**config.mk**
```make
export PLATFORM = sky130hd
export DESIGN_NAME = pwm_capture
export DESIGN_NICKNAME = d
export VERILOG_FILES = /design/src/rtl/pwm_capture.sv
export SDC_FILE = /design/constraint.sdc
export NUM_CORES = 1
export LEC_CHECK = 0
export CAP_MARGIN = 20
export CORE_MARGIN = 3
export CORE_UTILIZATION = 52
export CTS_CLUSTER_DIAMETER = 40
export DETAILED_ROUTE_END_ITERATION = 8
export MAX_ROUTING_LAYER = met4
export PLACE_DENSITY = 0.76
export SYNTH_ARGS = -nofsm -noshare
export SYNTH_HDL_FRONTEND = slang
export SYNTH_SLANG_ARGS = --single-unit
export TNS_END_PERCENT = 1
```
**constraint.sdc**
```tcl
create_clock -name clk -period 2.5 [get_ports clk]
set_clock_uncertainty 0.2 [all_clocks]
set_input_delay 0.625 -clock clk [delete_from_list [all_inputs] [get_ports clk]]
set_output_delay 0.625 -clock clk [all_outputs]
set_load 0.01 [all_outputs]
```
**src/rtl/pwm_capture.sv**
```systemverilog
// rtl/pwm_capture.sv - PWM high-time / period measurement; optional 1-cycle deglitch via PWM_CAPTURE_DEGLITCH_EN
module pwm_capture #(
  parameter int CNT_W = 10
) (
  input  logic             clk,
  input  logic             reset_n,
  input  logic             enable,
  input  logic             pwm_in,
  output logic [CNT_W-1:0] high_cnt,
  output logic [CNT_W-1:0] period_cnt,
  output logic             valid,
  output logic             overflow,
  output logic             level
);

  localparam logic [CNT_W-1:0] MAX = {CNT_W{1'b1}};
  localparam logic [CNT_W-1:0] ONE = {{(CNT_W-1){1'b0}}, 1'b1};

  typedef enum logic [1:0] {IDLE = 2'd0, HIGH = 2'd1, LOW = 2'd2} state_t;

  state_t           state, state_nxt;
  logic             s1, s2, s3;
  logic             lvl, rise, fall;
  logic             timeout, meas_done, hi_load;
  logic [CNT_W-1:0] cnt, hi_tmp, to_high;

  always_ff @(posedge clk or negedge reset_n) begin
    if (!reset_n) begin
      s1 <= 1'b0;
      s2 <= 1'b0;
      s3 <= 1'b0;
    end else begin
      s1 <= pwm_in;
      s2 <= s1;
      s3 <= s2;
    end
  end

`ifdef PWM_CAPTURE_DEGLITCH_EN
  // f follows s2 only after two agreeing samples, so both edges gain one cycle
  logic f;
  always_ff @(posedge clk or negedge reset_n) begin
    if (!reset_n)
      f <= 1'b0;
    else if (s2 == s3 && s2 != f)
      f <= s2;
  end
  assign lvl  = f;
  assign rise = s2 & s3 & ~f;
  assign fall = ~s2 & ~s3 & f;
`else
  assign lvl  = s2;
  assign rise = s2 & ~s3;
  assign fall = ~s2 & s3;
`endif

  assign level = lvl;

  always_ff @(posedge clk or negedge reset_n) begin
    if (!reset_n)
      state <= IDLE;
    else
      state <= state_nxt;
  end

  always_comb begin
    state_nxt = state;
    if (!enable)
      state_nxt = IDLE;
    else if (rise)
      state_nxt = HIGH;
    else if (fall && state == HIGH)
      state_nxt = LOW;
    else if (timeout)
      state_nxt = IDLE;
  end

  // An edge in the same cycle as cnt == MAX wins over the timeout
  always_comb begin
    meas_done = enable && (state == LOW) && rise;
    hi_load   = enable && (state == HIGH) && fall;
    timeout   = enable && (cnt == MAX) && !rise && !fall;
    to_high   = '0;
    if (lvl)
      to_high = MAX;
    else if (state == LOW)
      to_high = hi_tmp;
  end

  always_ff @(posedge clk or negedge reset_n) begin
    if (!reset_n)
      cnt <= '0;
    else if (!enable)
      cnt <= '0;
    else if (rise)
      cnt <= ONE;
    else if (timeout)
      cnt <= '0;
    else if (cnt != MAX)
      cnt <= cnt + ONE;
  end

  always_ff @(posedge clk or negedge reset_n) begin
    if (!reset_n) begin
      hi_tmp     <= '0;
      high_cnt   <= '0;
      period_cnt <= '0;
      overflow   <= 1'b0;
      valid      <= 1'b0;
    end else begin
      valid <= meas_done | timeout;
      if (hi_load)
        hi_tmp <= cnt;
      if (meas_done) begin
        high_cnt   <= hi_tmp;
        period_cnt <= cnt;
        overflow   <= 1'b0;
      end else if (timeout) begin
        high_cnt   <= to_high;
        period_cnt <= MAX;
        overflow   <= 1'b1;
      end
    end
  end

endmodule

```
==> metrics list, run 1 <==
- Worst relative slew slack: 0.4665
- Core box area: between 3000 and 4000 sq um
- Post-synthesis register bit count: 47
* Combinational power share: 0.142
- Post-synth EDFFs: 0
* Setup violators final: 0
- NumNets Final: around 210
- Each instance of the synthesized netlist takes up on average about 12 sq um.
- Of the total power, the share spent switching nets is 0.2321.
- The worst setup path is captured at an output pin.
- Arrival time reported for the critical path endpoint: about 1.4 ns
- The count of nets left with antenna violations once routing finished came out at 0.
- The min-delay analysis places its worst path in the category flip-flop to flip-flop.
- In this run, placement finished with an instance count of 243.
- The finished layout holds ~250 standard cells, fillers aside.
- Vias in the first global route: about 1.3k
* Hold buffer count at CTS: 0
- At the later pin of the worst-skew pair, clock insertion delay measures between 0.2 and 0.3 ns.
- Die H: between 60 and 70 microns
* Cell at the root of the clock tree: sky130_fd_sc_hd__clkbuf_8
- Along the worst path, the maximum fanout reaches 9.
- Count of buffers inserted at the top-level ports: 26
* Biggest cell delay along the critical path: about 0.6 ns
* Count of pins over their slew limit: 0
* Dominant register cell in the synthesized netlist: sky130_fd_sc_hd__dfrtp_1
- Seq pwr share: 0.548
- The initial utilization of the core area, before any placement, comes to 0.5488.
- DIE AREA: ~4700 sq um
- In the synthesized netlist, the number of instances is 170.
* Final Hold Fails: 0
- GR Util met3: 0.05024
* FILL cells: 301
- Critical path, cell by cell: clkdlybuf4s50_1
- Number of top-level pins: 27
* Number of instances resized during post-cts repair: 0
- Maximum Capacitance Violations: 0
* Post-synthesis async set-or-reset flop share: 1.000
- Internal Power: between 1 and 1.5 mW
- DRC Markers: 0
- In the final timing run, aggregate negative setup slack is 0 ns.
- Post-layout power: 1.558 mW
* Unrepaired setup endpoints after global routing: no
- Post-DR wirelength/cell: 14.78 microns
- Synthesis warning total: 0
- In the global route stage, met1 resource usage came out at 0.2405.
- Horiz. Die Dim: 68.63 microns
- The global routing stage identified its most utilized layer as met2.
* Number of diodes added for antenna fixing: 0
* Sink count of the clock tree: 47
- Clock-pin slew was measured on the worst setup and hold paths at around 0.08 ns.
- In this run the static leakage power is approximately 1.1 nW.
- Counting every net in the synthesized netlist gives 175.
- The worst setup path is launched from a flip-flop.
- Synth-to-Final Area Change: 20.37%
* CTS HTree Levels: 2
- Data on the critical path is required at its endpoint by around 1.7 ns.
- Total area of multi-input combinational cells: 754.5 sq um
- Synthesized area: 2039 sq um
* Clock period minus worst slack: around 2.2 ns
* Total track usage: 0.1870
* Part of the power in the clock network: 0.309
- First-pass GRT wire length: between 6 and 7 mm
- In this run the post-CTS setup repair buffer count came out at 0.
- The kind of cell with the highest combined delay along the critical path is buffers and inverters.
* Share of synthesized area occupied by flip-flops and latches: 0.5767
- Vias after detailed routing: between 1k and 1.5k
- Worst path buffer plus inverter count: 1
- The wire-length estimate of the detail-placed layout is 2.699 mm.
- In this run, CTS created clock tree buffers numbering 5.
- M2 GR Usage: 0.2956
- Storage cell area: roughly 1200 sq um
- Via density per instance: about 5.5
- Worst-path cell with the longest stage delay: sky130_fd_sc_hd__clkdlybuf4s50_1
- Global placement routability congestion: about 0.81
- PD cells: 634.5 nW/um^2
- Number of iterations in the first detailed-routing pass: 4
* Fraction of final layout cells sized beyond drive strength 1: 0.1527
* Switching power total: around 0.36 mW
- Minimum setup slack in the final design: between 0.2 and 0.3 ns
* Max Buffers Root-to-Sink: 2
- The total overflow left after global routing is 0.
* Upper clock frequency limit: 0.4534 GHz
- Share of the clock period used by the worst path: 0.8822
* Count of cell types in the netlist: 38
- At the pin with the least slew margin, the transition time is 0.7965 ns.
- Entering global routing, the biggest net connects between 40 and 50 pins.
* Initial antenna violation count: 0
* Status: completed
- After the first detailed-routing iteration, the DRC count stood at approximately 130.
- The critical path is of the flip-flop to output pin type.
- The initialized floorplan defines 22 standard-cell rows.
- IR analysis of the VDD net gives a maximum drop of 0.0004166 V.
* Post-place setup slack: 0.09298 ns
* CTS tree: built
- Post-Route WL: roughly 3.7 mm
flip-flops by register name, summed over array words and instances, names as in the netlist:
name	count
cnt	10
hi_tmp	10
high_cnt	10
period_cnt	10
state	2
level	1
overflow	1
s1	1
s3	1
valid	1
cell type report:
type | count | share of cell area
flip-flops and latches | 47 | 0.4791
multi-input cells | 101 | 0.3073
well taps | 48 | 0.02446
clock buffers | 8 | 0.04077
inverters | 13 | 0.01988
repair buffers | 34 | 0.1284
metrics by stage:
stage	instance area [sq um]	util	hold WS, ns
after floorplan	2039	-	0.1294
after global placement	2355	0.6337	0.1337
after detailed placement	2355	0.6337	0.1484
after CTS	2455	0.6606	0.1662
after global routing	2455	0.6606	0.1794
final	2455	0.6606	0.1641
power groups by stage:
stage / clock [mW] / sequential, mW / combinational [mW]
2_1_floorplan: 0 / 0.886 / 0.0731
4_1_cts: 0.494 / 0.855 / 0.226
3_3_place_gp: 0 / 0.866 / 0.220
3_5_place_dp: 0 / 0.870 / 0.225
6_report: 0.482 / 0.854 / 0.222
5_1_grt: 0.523 / 0.863 / 0.246
path summary, 6_finish.rpt:
kind	startpoint	depth (start not counted)	end	slack (ns)
setup / recovery	level	1	level	0.29
hold / removal	s1	0	level	0.16
setup reg to reg	cnt[1]	6	high_cnt[4]	0.34
hold reg to reg	s1	0	level	0.16
max in group asynchronous	reset_n	2	high_cnt[4]	1.51
min in group asynchronous	reset_n	2	s3	0.20
layout by cell type, fill, tap and decap left out, drive strengths merged, types with 2 or more instances in the layout:
master / synthesis / final
dfrtp: 47 / 47
clkdlybuf4s50: 0 / 25
inv: 13 / 13
a21oi: 11 / 11
mux2i: 10 / 10
o22a: 10 / 10
mux2: 10 / 10
buf: 5 / 9
nand3: 8 / 8
nand2: 8 / 8
o21ai: 8 / 8
clkbuf: 4 / 8
nor2: 4 / 4
xor2: 4 / 4
xnor2: 3 / 3
and4: 3 / 3
nand4: 3 / 3
nor2b: 2 / 2
o22ai: 2 / 2
o21a: 2 / 2
a31o: 2 / 2
Yosys cell counts, types with 2 or more instances:
cell type / number / area (sq um)
sky130_fd_sc_hd__nor2_1: 4 / 15.01
sky130_fd_sc_hd__mux2_2: 10 / 112.6
sky130_fd_sc_hd__clkbuf_1: 2 / 7.510
sky130_fd_sc_hd__xnor2_1: 3 / 26.28
sky130_fd_sc_hd__dfrtp_1: 47 / 1176
sky130_fd_sc_hd__xor2_1: 4 / 35.03
sky130_fd_sc_hd__nor2b_1: 2 / 12.51
sky130_fd_sc_hd__inv_1: 13 / 48.80
sky130_fd_sc_hd__o21ai_0: 7 / 35.03
sky130_fd_sc_hd__mux2i_1: 10 / 100.1
sky130_fd_sc_hd__a21oi_1: 11 / 55.05
sky130_fd_sc_hd__nand2_1: 8 / 30.03
sky130_fd_sc_hd__nand3_1: 8 / 40.04
sky130_fd_sc_hd__buf_2: 2 / 10.01
sky130_fd_sc_hd__o22ai_1: 2 / 12.51
sky130_fd_sc_hd__nand4_1: 2 / 12.51
sky130_fd_sc_hd__and4_1: 2 / 17.52
sky130_fd_sc_hd__o21a_1: 2 / 15.01
sky130_fd_sc_hd__a31o_1: 2 / 17.52
sky130_fd_sc_hd__buf_6: 2 / 22.52
sky130_fd_sc_hd__o22a_1: 10 / 87.58
logic make-up (layout without fill, tap and decap cells):
group                      after synthesis  after routing  share of synthesized area
AOI/OAI and AO/OA                       39             39                     0.1282
xor gates and xnor gates                 7              7                    0.03006
adders and majority gates                2              2                    0.01166
buffers and inverters                   22             55                    0.05338
DFF                                     47             47                     0.5767
muxes                                   20             20                     0.1043
and+or+nand+nor                         33             33                    0.09571
per-layer routing:
| layer | share of wire | up-vias |
|---|---|---|
| met5 | 0 | - |
| met1 | 0.45 | 702 |
| met2 | 0.50 | 26 |
| met3 | 0.041 | 3 |
| li1 | - | 658 |
| met4 | 0.0062 | 0 |
Note: power is estimated with default switching activity, not from simulation.
==> run 2: changes to the inputs <==
CORE_MARGIN = 10   (was 3)
==> metrics list, run 2 (same netlist as run 1, synthesis figures left out) <==
- The run finished with clean final reports.
* Total track usage: 0.1352
* Final Non-Filler Cells: 251
- Entering global routing, the biggest net connects 48 pins.
- In this run the worst hold path is classified as flip-flop to flip-flop.
* Hold Path Stages: 0
- In this run the power density over the cells is 638.6 nW/um^2.
- Total area of multi-input combinational cells: 754.5 sq um
* Count of buffers inserted at the top-level ports: 26
* Source of the worst hold timing path: s1
- Summing all flip-flop and latch instances after layout gives 1176 sq um.
- STA classifies the critical path endpoint as an output pin.
* Number of iterations in the first detailed-routing pass: 4
- Initial antenna violation count: 0
* End-of-flow core utilization: 0.6606
* Number of instances resized during post-cts repair: 0
- STA puts the critical path data arrival time at about 1.4 ns.
* Most common library cell in the layout ignoring fill and taps: sky130_fd_sc_hd__dfrtp_1
- Hold buffer count at CTS: 0
* Clock edge transition at the registers on the reported setup and hold paths: 0.08 ns
- Count of pins over their slew limit: 0
* Post-placement cell area: roughly 2400 sq um
- Post-Route WL: roughly 4.1 mm
- Worst-path cell with the longest stage delay: sky130_fd_sc_hd__clkdlybuf4s50_1
- Setup slack on the worst reg-to-reg path comes out at around 0.32 ns.
- Cell count after placement: about 240
- NumNets Final: 207
- Once layout is done, the placed cells without fillers occupy about 2500 sq um.
* R2R cell count: 6
- Unrepaired setup endpoints after global routing: no
- Upper clock frequency limit: about 0.46 GHz
- TritonCTS built the clock tree.
- Cell at the root of the clock tree: sky130_fd_sc_hd__clkbuf_8
- Core box area: 3716 sq um
* Biggest cell delay along the critical path: just under 0.6 ns
- Worst relative slew slack: 0.4506
- TritonCTS created 5 clock buffers.
- Detailed routing inserted a total of 1,407 vias.
* Largest fanout of any net on the critical path: 9
* DRC Markers: 0
- Buffer count from post-CTS setup fixing: 0
- Max-cap violations in this run came to 0.
- Sum Neg Setup Slack: 0 ns
* Global placement routability congestion: 0.7758
- Setup violators final: 0
- Number of top-level pins: 27
* Critical Path Start Type: flip-flop
- OpenSTA, run right after detailed placement, puts the worst setup slack at roughly 0.056 ns.
- Horiz. Die Dim: between 80 and 90 microns
- The repair_antennas step left the layout with diodes totalling 0.
* Setup Crit Path Kind: flip-flop to output pin
- Setup slack closes at 0.3068 ns.
* Standard-cell row count: 22
- The clock tree synthesis step divided the H-tree into 2 levels.
- Clock insertion delay at the later pin of the skew report: between 0.2 and 0.3 ns
- Minimum hold slack: around 0.15 ns
- Sink count of the clock tree: 47
- RR Startpoint: cnt[1]
- Endpoint of the worst hold-timing path: level
* FILL cells: 290
- After layout, the minimum clock period comes to 2.193 ns.
- For this design the static power due to leakage is 1.136 nW.
- Top Family by Delay on Critical Path: buffers and inverters
* Count of antenna-violating nets left after detailed routing: 0
- In this run the critical register-to-register path is captured at high_cnt[3].
* Fraction of final layout cells sized beyond drive strength 1: 0.1527
- The floorplan step defined a die boundary enclosing a little under 7000 sq um.
* Max Buffers Root-to-Sink: 2
- Final Hold Fails: 0
* Share of the clock period used by the worst path: 0.8773
* Violation count after the first detailed-route iteration: approximately 110
* Effective utilization at floorplan: 0.5488
- Counting both buffers and inverters, the worst setup path holds a total of 1.
- At the worst endpoint, the required time is approximately 1.7 ns.
* Post-DR wirelength/cell: about 16 microns
- Die H: roughly 83 microns
* Tightest Pin Transition: about 0.82 ns
- Via density per instance: about 5.6
* Vias in the first global route: ~1.5k
* Peak supply drop: between 0.0004 and 0.0005 V
- In the layout the commonest cells are 47 x sky130_fd_sc_hd__dfrtp_1, 25 x sky130_fd_sc_hd__clkdlybuf4s50_1, 13 x sky130_fd_sc_hd__inv_1, 11 x sky130_fd_sc_hd__a21oi_1.
- The first global-routing pass estimated about 7 mm of wire.
- Compared with the post-synthesis result, the final layout area differs by 20.37%.
- Critical path, cell by cell: clkdlybuf4s50_1
- Post-layout power: about 1.6 mW
* Overflow after GRT: 0
- Detailed placement ended at an HPWL of ~3 mm.
[run 2: worst max path at each step]
| stage | startpoint | to | depth (start not counted) |
|---|---|---|---|
| 2_1_floorplan | cnt[0] | state[1] | 6 |
| 3_3_place_gp | enable | high_cnt[4] | 5 |
| 3_5_place_dp | enable | high_cnt[3] | 5 |
| 4_1_cts | level | level | 1 |
| 5_1_grt | enable | high_cnt[3] | 5 |
| 6_report | level | level | 1 |
[run 2: power by group]
group / switching (mW) / internal [mW] / total [mW]
clock network: 0.235 / 0.252 / 0.488
registers: 0.0366 / 0.818 / 0.854
logic: 0.0996 / 0.126 / 0.226
total: 0.371 / 1.20 / 1.57
[run 2: routing by layer]
layer	up-vias	part of all wire	GRT usage
met4	0	0.0083	0.04348
met5	-	0	-
met2	26	0.54	0.2317
li1	659	-	-
met1	717	0.40	0.1502
met3	5	0.044	0.03564
[run 2: area by class of cell]
class,count,share of cell area
well taps,48,0.02446
clock buffers,8,0.04077
flip-flops and latches,47,0.4791
repair buffers,34,0.1284
multi-input cells,101,0.3073
inverters,13,0.01988
[run 2: worst register-to-register path, stage by stage, from the launching register on]
cell and delay [ns]:
sky130_fd_sc_hd__dfrtp_1 0.44, sky130_fd_sc_hd__ha_1 0.23, sky130_fd_sc_hd__and3_1 0.37, sky130_fd_sc_hd__nand4_4 0.19
sky130_fd_sc_hd__o21ai_2 0.19, sky130_fd_sc_hd__buf_4 0.25, sky130_fd_sc_hd__mux2i_1 0.23
==> run 3: changes to the inputs <==
CORE_UTILIZATION = 54   (was 52)
PLACE_DENSITY = 0.83   (was 0.76)
==> metrics list, run 3 (same netlist as run 1, synthesis figures left out) <==
* Critical Path Start Type: flip-flop
* Max Buffers Root-to-Sink: 2
- The endpoint identified for the worst register-to-register timing path is high_cnt[7].
- Entering global routing, the biggest net connects 48 pins.
- Derived from the worst setup path, the maximum achievable clock frequency is 0.4459 GHz.
- The floorplan step defined a core boundary enclosing roughly 3700 sq um.
- Setup total negative slack on the finished layout was measured at 0 ns.
* Endpoint of the worst hold-timing path: level
* Total track usage: 0.1423
- Minimum setup slack in the final design: 0.2574 ns
- The tree built by TritonCTS fans out to 47 sinks.
- The filler cells instantiated in the layout total between 200 and 300.
* DIE AREA: roughly 6600 sq um
- Worst min path class: flip-flop to flip-flop
- Clock edge transition at the registers on the reported setup and hold paths: roughly 0.080 ns
- The worst setup path is captured at a flip-flop.
- Unrepaired setup endpoints after global routing: no
* Violation count after the first detailed-route iteration: 49
- In this run the post-CTS setup repair buffer count came out at 0.
- Static leakage: around 1.1 nW
- Post-Route WL: between 4 and 5 mm
* Number of top-level pins: 27
- Cell at the root of the clock tree: sky130_fd_sc_hd__clkbuf_8
* Most common library cell in the layout ignoring fill and taps: sky130_fd_sc_hd__dfrtp_1
- Routability-driven placement finished with a final weighted congestion of approximately 0.95.
- Dividing total power by cell area gives a power density of ~620 nW/um^2.
- Peak supply drop: around 0.00042 V
- Maximum Capacitance Violations: 0
- The number of antenna diodes in the final layout is 0.
* DRC Markers: 0
- For flop-to-flop paths, the worst setup slack is about 0.26 ns.
- Count of buffers inserted at the top-level ports: 26
* Number of iterations in the first detailed-routing pass: 4
- The number of hold violations in the final report was 0.
- Required time reported for the critical path endpoint: about 2.5 ns
- OpenSTA, run right after detailed placement, puts the worst setup slack at 0.1026 ns.
* Source of the worst hold timing path: s1
- Vias in the first global route: 1,515
* Via density per instance: 5.536
- Clock insertion delay at the later pin of the skew report: around 0.3 ns
- Die H: between 80 and 90 microns
* NumNets Final: around 200
* Hold Path Stages: 0
- The first global-routing pass estimated about 7.2 mm of wire.
* Initial antenna violation count: 0
- The H-tree generated during clock tree synthesis spans 2 levels.
- The number of gates resized after CTS was 0.
* Count of antenna-violating nets left after detailed routing: 0
* Most frequent cells in the layout: 47 x sky130_fd_sc_hd__dfrtp_1, 25 x sky130_fd_sc_hd__clkdlybuf4s50_1, 13 x sky130_fd_sc_hd__inv_1, 11 x sky130_fd_sc_hd__a21oi_1
- For this design, the CTS-stage hold fixing added 0 buffers.
- Largest fanout of any net on the critical path: 12
- The floorplan has 22 rows.
* Final HPWL DP: 2.997 mm
- Headroom to the max-slew limit came out at 0.4724.
- The final count of pins violating max slew was 0.
- TritonCTS built the clock tree.
- The die is ~81 microns wide.
- Setup Crit Path Kind: flip-flop to flip-flop
- Counting the buffers created by CTS gives 5.
- After detailed routing, the average wire length per cell comes to roughly 16 microns.
* Arrival time reported for the critical path endpoint: between 2 and 2.5 ns
- Status: completed
- RR Startpoint: cnt[0]
* Effective utilization at floorplan: 0.5571
* Overflow after GRT: 0
- Setup violators final: 0
- Measured in cells, the most critical reg-to-reg path has a length of 6.
* Clock period minus worst slack: about 2.2 ns
* Vias after detailed routing: 1,384
- Synth-to-Final Area Change: 19.08%
- Tightest Pin Transition: 0.7878 ns
- Hold timing on the final database bottoms out at a slack of between 0.15 and 0.2 ns.
- Of the available clock period, the critical path in the final layout requires 0.8970.
- Fraction of final layout cells sized beyond drive strength 1: 0.1436
[run 3: routing by layer]
layer	wire, microns	track usage	vias up
li1	-	-	656
met1	1681	0.1576	681
met2	1957	0.2299	38
met3	311	0.04913	9
met4	82	0.05882	0
met5	0	-	-
[run 3: worst max-delay path by stage]
stage                 from           to  slack, ns  cells after the start
floorplan           cnt[0]     state[1]       0.60                      6
finish              cnt[0]  high_cnt[7]       0.26                      6
detailed placement  enable    hi_tmp[3]       0.10                      5
CTS                 cnt[0]  high_cnt[7]       0.25                      6
global route        cnt[0]  high_cnt[7]       0.12                      6
global placement    enable    hi_tmp[1]       0.21                      5
[run 3: area by class of cell]
type | count | area, sq um | share of cell area
inverter | 13 | 48.80 | 0.02009
multi-input combinational | 101 | 754.5 | 0.3107
tap | 48 | 60.06 | 0.02473
clock inverter | 1 | 5.005 | 0.002061
sequential | 47 | 1176 | 0.4843
clock buffer | 7 | 76.32 | 0.03143
timing repair buffer | 33 | 307.8 | 0.1267
[run 3: where the power goes]
group	total, mW	switching, mW	internal [mW]	leakage [nW]
logic	0.221	0.0966	0.125	0.488
clock network	0.429	0.233	0.196	0.0422
registers	0.857	0.0393	0.818	0.592
total	1.51	0.369	1.14	1.12
[run 3: worst max-delay path: stages, from the launching register on]
cell	delay, ns
sky130_fd_sc_hd__dfrtp_1	0.50
sky130_fd_sc_hd__ha_1	0.24
sky130_fd_sc_hd__and3_1	0.36
sky130_fd_sc_hd__nand4_4	0.19
sky130_fd_sc_hd__o21ai_2	0.20
sky130_fd_sc_hd__buf_4	0.25
sky130_fd_sc_hd__mux2i_1	0.23
[run 3: per-stage QoR]
step | util | instances | area, sq um | total power [mW]
floorplan | - | 170 | 2039 | 0.9594
global placement | 0.6411 | 242 | 2347 | 1.086
detailed placement | 0.6411 | 242 | 2347 | 1.097
CTS | 0.6634 | 250 | 2429 | 1.527
global route | 0.6634 | 250 | 2429 | 1.587
finish | 0.6634 | 250 | 2429 | 1.507
